**src/rtl/llc_mem_arbiter.sv**
```systemverilog
// Two-client (I-cache / D-cache) round-robin arbiter in front of the line adaptor.
// One whole-line transaction at a time; the granted request is latched so the downstream port is stable.
module llc_mem_arbiter #(
    parameter int ADDR_W = 32,
    parameter int LINE_W = 256
) (
    input  logic              clk,
    input  logic              reset_n,
    input  logic              i_read,
    input  logic [ADDR_W-1:0] i_addr,
    output logic [LINE_W-1:0] i_rdata,
    output logic              i_resp,
    input  logic              d_read,
    input  logic              d_write,
    input  logic [ADDR_W-1:0] d_addr,
    input  logic [LINE_W-1:0] d_wdata,
    output logic [LINE_W-1:0] d_rdata,
    output logic              d_resp,
    output logic              mem_read,
    output logic              mem_write,
    output logic [ADDR_W-1:0] mem_addr,
    output logic [LINE_W-1:0] mem_wdata,
    input  logic [LINE_W-1:0] mem_rdata,
    input  logic              mem_resp
);
    localparam int OFF_W = $clog2(LINE_W / 8);
    localparam logic [ADDR_W-1:0] ADDR_MASK = {ADDR_W{1'b1}} << OFF_W;

    typedef enum logic [1:0] {IDLE, SERVE_I, SERVE_D, DONE} state_e;

    typedef struct packed {
        logic              wr;
        logic [ADDR_W-1:0] addr;
        logic [LINE_W-1:0] wdata;
    } req_t;

    state_e state, state_nxt;
    req_t   req_q;
    logic   last_grant;   // 0 = I-cache, 1 = D-cache
    logic   i_req, d_req, grant_i, grant_d, serving;

    assign i_req = i_read;
    assign d_req = d_read | d_write;

    always_ff @(posedge clk) begin
        if (!reset_n) state <= IDLE;
        else          state <= state_nxt;
    end

    always_comb begin
        state_nxt = state;
        grant_i   = 1'b0;
        grant_d   = 1'b0;
        i_resp    = 1'b0;
        d_resp    = 1'b0;
        case (state)
            IDLE: begin
                // On a tie, the client that did not win last time gets the line.
                grant_i = i_req && (!d_req || last_grant);
                grant_d = d_req && (!i_req || !last_grant);
                if (grant_i)      state_nxt = SERVE_I;
                else if (grant_d) state_nxt = SERVE_D;
            end
            SERVE_I: if (mem_resp) begin
                i_resp    = 1'b1;
                state_nxt = DONE;
            end
            SERVE_D: if (mem_resp) begin
                d_resp    = 1'b1;
                state_nxt = DONE;
            end
            DONE:    state_nxt = IDLE;
            default: state_nxt = IDLE;
        endcase
    end

    always_ff @(posedge clk) begin
        if (!reset_n) begin
            req_q      <= '0;
            last_grant <= 1'b1;
        end else if (grant_i) begin
            req_q.wr   <= 1'b0;
            req_q.addr <= i_addr & ADDR_MASK;
            last_grant <= 1'b0;
        end else if (grant_d) begin
            // Simultaneous read+write from the D-cache is treated as a write.
            req_q.wr   <= d_write;
            req_q.addr <= d_addr & ADDR_MASK;
            if (d_write) req_q.wdata <= d_wdata;
            last_grant <= 1'b1;
        end
    end

    assign serving   = (state == SERVE_I) || (state == SERVE_D);
    assign mem_read  = serving & ~req_q.wr;
    assign mem_write = serving &  req_q.wr;
    assign mem_addr  = req_q.addr;
    assign mem_wdata = req_q.wdata;
    assign i_rdata   = mem_rdata;
    assign d_rdata   = mem_rdata;
endmodule

```
**config.mk**
```make
export PLATFORM = sky130hd
export DESIGN_NAME = llc_mem_arbiter
export DESIGN_NICKNAME = d
export VERILOG_FILES = /design/src/rtl/llc_mem_arbiter.sv
export SDC_FILE = /design/constraint.sdc
export NUM_CORES = 1
export LEC_CHECK = 0
export ABC_AREA = 0
export CORE_AREA = 2 2 533 535
export DETAILED_ROUTE_END_ITERATION = 6
export DIE_AREA = 0 0 535 537
export PLACE_DENSITY_LB_ADDON = 0.08
export SLEW_MARGIN = 20
export SYNTH_ARGS = -nofsm -noshare
export SYNTH_HDL_FRONTEND = slang
export SYNTH_SLANG_ARGS = --single-unit
```
**constraint.sdc**
```tcl
create_clock -name clk -period 3.78 [get_ports clk]
set_input_delay 0.945 -clock clk [delete_from_list [all_inputs] [get_ports clk]]
set_output_delay 0.945 -clock clk [all_outputs]
set_load 0.1 [all_outputs]
```
# After elaboration in Yosys (flattened, before gate mapping)
# Cells that the tools add are included.
[totals] register_bits=287 wordCells=44 inputBits=582 output_inout_bits=804
[classes] mux=14 n_eq_ne=5 reduce_logical=14 bitwise=6
[ops] op="$mux W288" count=1
[ops] op="$mux W256" count=1
[ops] op="$mux W32" count=1
[ops] op="$mux W1" count=7
[ops] op="$mux W2" count=3
[ops] op="$pmux W2 S3" count=1
[ops] op="$eq A2 B2 Y1 const B" count=2
[ops] op="$reduce_or A2 Y1" count=2
[ops] op="$logic_not A1 Y1" count=3
[ops] op="$logic_or A1 B1 Y1" count=3
[ops] op="$ne A3 B3 Y1 const B" count=1
[ops] op="$not A1 Y1" count=3
[ops] op="$reduce_and A3 Y1" count=1
[ops] op="$and A1 B1 Y1" count=2
[ops] op="$eq A2 B1 Y1 const B" count=1
[ops] op="$logic_and A1 B1 Y1" count=2
[ops] op="$logic_not A2 Y1" count=1
[ops] op="$ne A2 B1 Y1 const B" count=1
[ops] op="$reduce_and A2 Y1" count=1
[ops] op="$reduce_bool A2 Y1" count=1
[ops] op="$or A1 B1 Y1" count=1

# Depth between registers and ports, before layout
[depth] depth_word=7 mapped_depth=7 depth_no_buf=5

# Least setup slack after synthesis
# Ideal clock, no wire load.
[synth_path] path_kind="register to output" startpoint="register state[0]" endpoint="output port mem_read" stages_incl_launch_ff=4 arrival_ns=2.102 slack_ns=0.733 required_time_ns=2.835 n_path_buf=0 cell_sequence="dfxtp_1 > inv_1 > ha_1 > nor2b_1"
[synth_between] elab_chain_cells=3 word_cells_on_any_way=4 cone_classes="2 x eq/ne; 1 x bitwise; 1 x reduce/logical"
[synth_lines] element="start, declared" line_no="37" rtl="state_e state, state_nxt;"
[synth_lines] element="start signal, assigned" line_no="47" rtl="else state <= state_nxt;"
[synth_lines] element="$eq A2 B1 Y1 / $eq A2 B2 Y1 (equally long branches)" line_no="94" rtl="assign serving = (state == SERVE_I) || (state == SERVE_D);"
[synth_lines] element="$logic_or A1 B1 Y1 *" line_no="94"
[synth_lines] element="$and A1 B1 Y1 *" line_no="95" rtl="assign mem_read = serving & ~req_q.wr;"
[synth_lines] element="end, declared" line_no="19" rtl="output logic mem_read,"
# Every way passes the cells marked *; elsewhere a longest branch is shown, timed or not.

# Worst setup path in the final report
[layout_path] startpoint="register state[0]" endpoint="output port mem_write"
[layout_between] elab_chain_cells=3 word_cells_on_any_way=4 cone_classes="2 x eq/ne; 1 x bitwise; 1 x reduce/logical"
[layout_lines] element="$eq A2 B1 Y1 / $eq A2 B2 Y1 (equally long branches)" line_no="94"
[layout_lines] element="$logic_or A1 B1 Y1 *" line_no="94"
[layout_lines] element="$and A1 B1 Y1 *" line_no="96" rtl="assign mem_write = serving & req_q.wr;"
[layout_lines] element="end, declared" line_no="20" rtl="output logic mem_write,"
# Marked as above.

==> flow_summary.yaml <==
synth:
  synth_top_area_share_pct: 35.4
  yosys-top-cells-area: "buf_4 35%, dfxtp_1 33%, nand3_1 8.3%"
  ys_ff_latch: 287
  synth-main-ff-cell: "dfxtp_1"
  synthTopCellsByCount: "810 x buf_4, 287 x dfxtp_1, 283 x nand3_1"
  synth_top_area_cell: "buf_4"
  yosysSeqAreaShare_pct: 33.5
  synthDistinctLibCells: 35
  synth_edf_count: 0
  async_flop_share_pct: 0
  syn-cell-area_sq_um: 17200
  avgSynthCellArea_sq_um: 7.97
  synth_most_common_cell: "buf_4"
  yosys_warnings: 0
  synth_cells: 2154
setup_path:
  cp-start-kind: "flop"
  end_kind: "primary output"
  cp_data_arrival_time_ns: 2.28
  critical_path_class: "reg2out"
  crit_fanout: 5
  required_ns: 2.83
timing:
  drv_slew: 0
  worst_pin_slew_ns: 1.07
  tns_ns: 0
  hold_violations: 0
  clock-skew-final_ns: 0.0385
  holdWs_ns: 0.465
  max-slew-margin-rel_pct: 28.2
  setup_viol: 0
  fmax_mhz: 310
  finalCriticalPeriod_ns: 3.23
  fin_crit_sh_pct: 85.4
  rsz0062_at_grt: "false"
clock_network:
  cts_hold_buf: 0
  cts.clk_slew.worst_paths_ns: 0.06
  cts_setup_buffers: 0
  cts_resized: 0
  cts_buffers: 51
  worstSkewPairLatency_ns: 0.65
  cts.sinks: 287
  h-tree-depth: 2
  clockRootBuffer: "clkbuf_16"
  clockBufferDepth: 3
  cts_tree: "built"
floorplan:
  dieArea_sq_um: 287000
  rows: 195
  die_w_um: 535
  start_util_pct: 6.10
  ios: 1386
  core_sq_um: 281000
  die_h_um: 537
finish:
  area_delta_synth_final_pct: 34.8
  final_nets: 2486
  drive_above_1_share_pct: 17.4
  fill_cells: 32900
placed_design:
  port_buffers: 602
  gp_congestion: 0.724
  hpwl_mm: 122
global_routing:
  antenna_found_initial: 49
  grt_pass1_vias: 14300
  grt_pass1_wl_mm: 185
  grt_usage_pct: 10.0
  grt_overflow: 0
  grt_max_degree: 87
routing:
  route.detailed.drc: 0
  drt-total-wl_mm: 150
  antenna_left: 0
  viasPerCell: 2.41
  vias: 13700
  first_iter_violations: 560
  dr.pass1.iters: 5
  avgRoutedWirePerCell_um: 26.4
power_and_ir_drop:
  peakVddDrop_mv: 0.296
  internal-power_uw: 8300
  p_leak_uw: 0.00711
  switching_share_pct: 49.5
  netSwitchingPower_uw: 8130
  combinationalPowerShare_pct: 46.0
  seq_power_share_pct: 22.7
  pwr-share-clk_pct: 31.3
  p_per_area_nw_per_um2: 710
status:
  status: "complete, no violations"
hold_path:
  hp-class: "reg2reg"
job:
  cap_viol_max_count: 0
## final timing paths
| kind | slack (ns) | start | end | cells after the start |
|---|---|---|---|---|
| worst max-delay path | 0.55 | state[0] | mem_write | 4 |
| worst max register to register | 1.57 | state[0] | mem_wdata[14] | 6 |
| worst min-delay path | 0.46 | mem_addr[17] | mem_addr[17] | 2 |
| worst min register to register | 0.46 | mem_addr[17] | mem_addr[17] | 2 |
## cells by family (layout without fill, tap and decap cells)
logic type      after synthesis  after routing  synth area share, %
buf+inv                     965            748                 39.2
compound gates              550            550                 16.6
simple gates                345            345                 10.3
flops                       287            287                 33.5
fa+ha+maj                     4              4                0.292
mux                           2              2                0.124
other cells                   1             10               0.0218
## per-stage QoR
stage          area (sq um)  utilization (%)  cells  power, uW  setup slack, ns
2_1_floorplan         17200                -   2158      11800            0.733
3_3_place_gp          21400             7.59   5590      11600            0.598
3_5_place_dp          21400             7.59   5590      11600            0.614
4_1_cts               23100             8.22   5684      17000            0.376
5_1_grt               23100             8.22   5685      17300            0.393
6_report              23100             8.23   5689      16400            0.552
## power groups by stage
stage / clock network (uW) / registers [uW] / logic, uW
after floorplan: 0 / 3690 / 8120
final: 5130 / 3730 / 7560
after detailed placement: 0 / 3810 / 7820
after global routing: 5530 / 3800 / 8010
after global placement: 0 / 3810 / 7840
after CTS: 5470 / 3750 / 7820
## worst max-delay path, stage by stage (launching register included)
cell     delay [ns]
dfxtp_1        0.38
inv_1          0.10
ha_1           0.48
and2_1         0.32
buf_4          0.36
## area by class of cell
cell class / count / area (sq um) / area share (%)
Inverter: 7 / 41.3 / 0.178
Timing Repair Buffer: 647 / 6160 / 26.6
Multi-Input combinational cell: 906 / 4730 / 20.4
Sequential cell: 287 / 5750 / 24.8
Tap cell: 3743 / 4680 / 20.2
Antenna cell: 5 / 12.5 / 0.0541
Clock inverter: 11 / 176 / 0.762
Clock buffer: 83 / 1590 / 6.87
## registers in the layout (all words and copies together) (netlist names)
| register | cells |
|---|---|
| req_q | 1 |
| mem_addr | 27 |
| mem_wdata | 256 |
| state | 2 |
| last_grant | 1 |
## per-layer routing
layer,global-route usage [%],part of all wire (%),routed length [um]
met3,7.34,16,24000
met5,0,0.14,211
met2,17.1,48,72500
met4,3.10,3.3,4940
met1,9.28,32,48400
## cell usage in the layout, fill, tap and decap left out, types with 24 or more instances in the layout
cell	instances
nand3_1	283
clkdlybuf4s50_1	399
a21oi_1	256
nand2_1	28
o21ai_0	250
a31oi_1	27
clkbuf_16	53
dfxtp_1	287
buf_4	223
buf_12	24
nand3b_1	27
No activity file was read; power rests on OpenSTA's default activity.
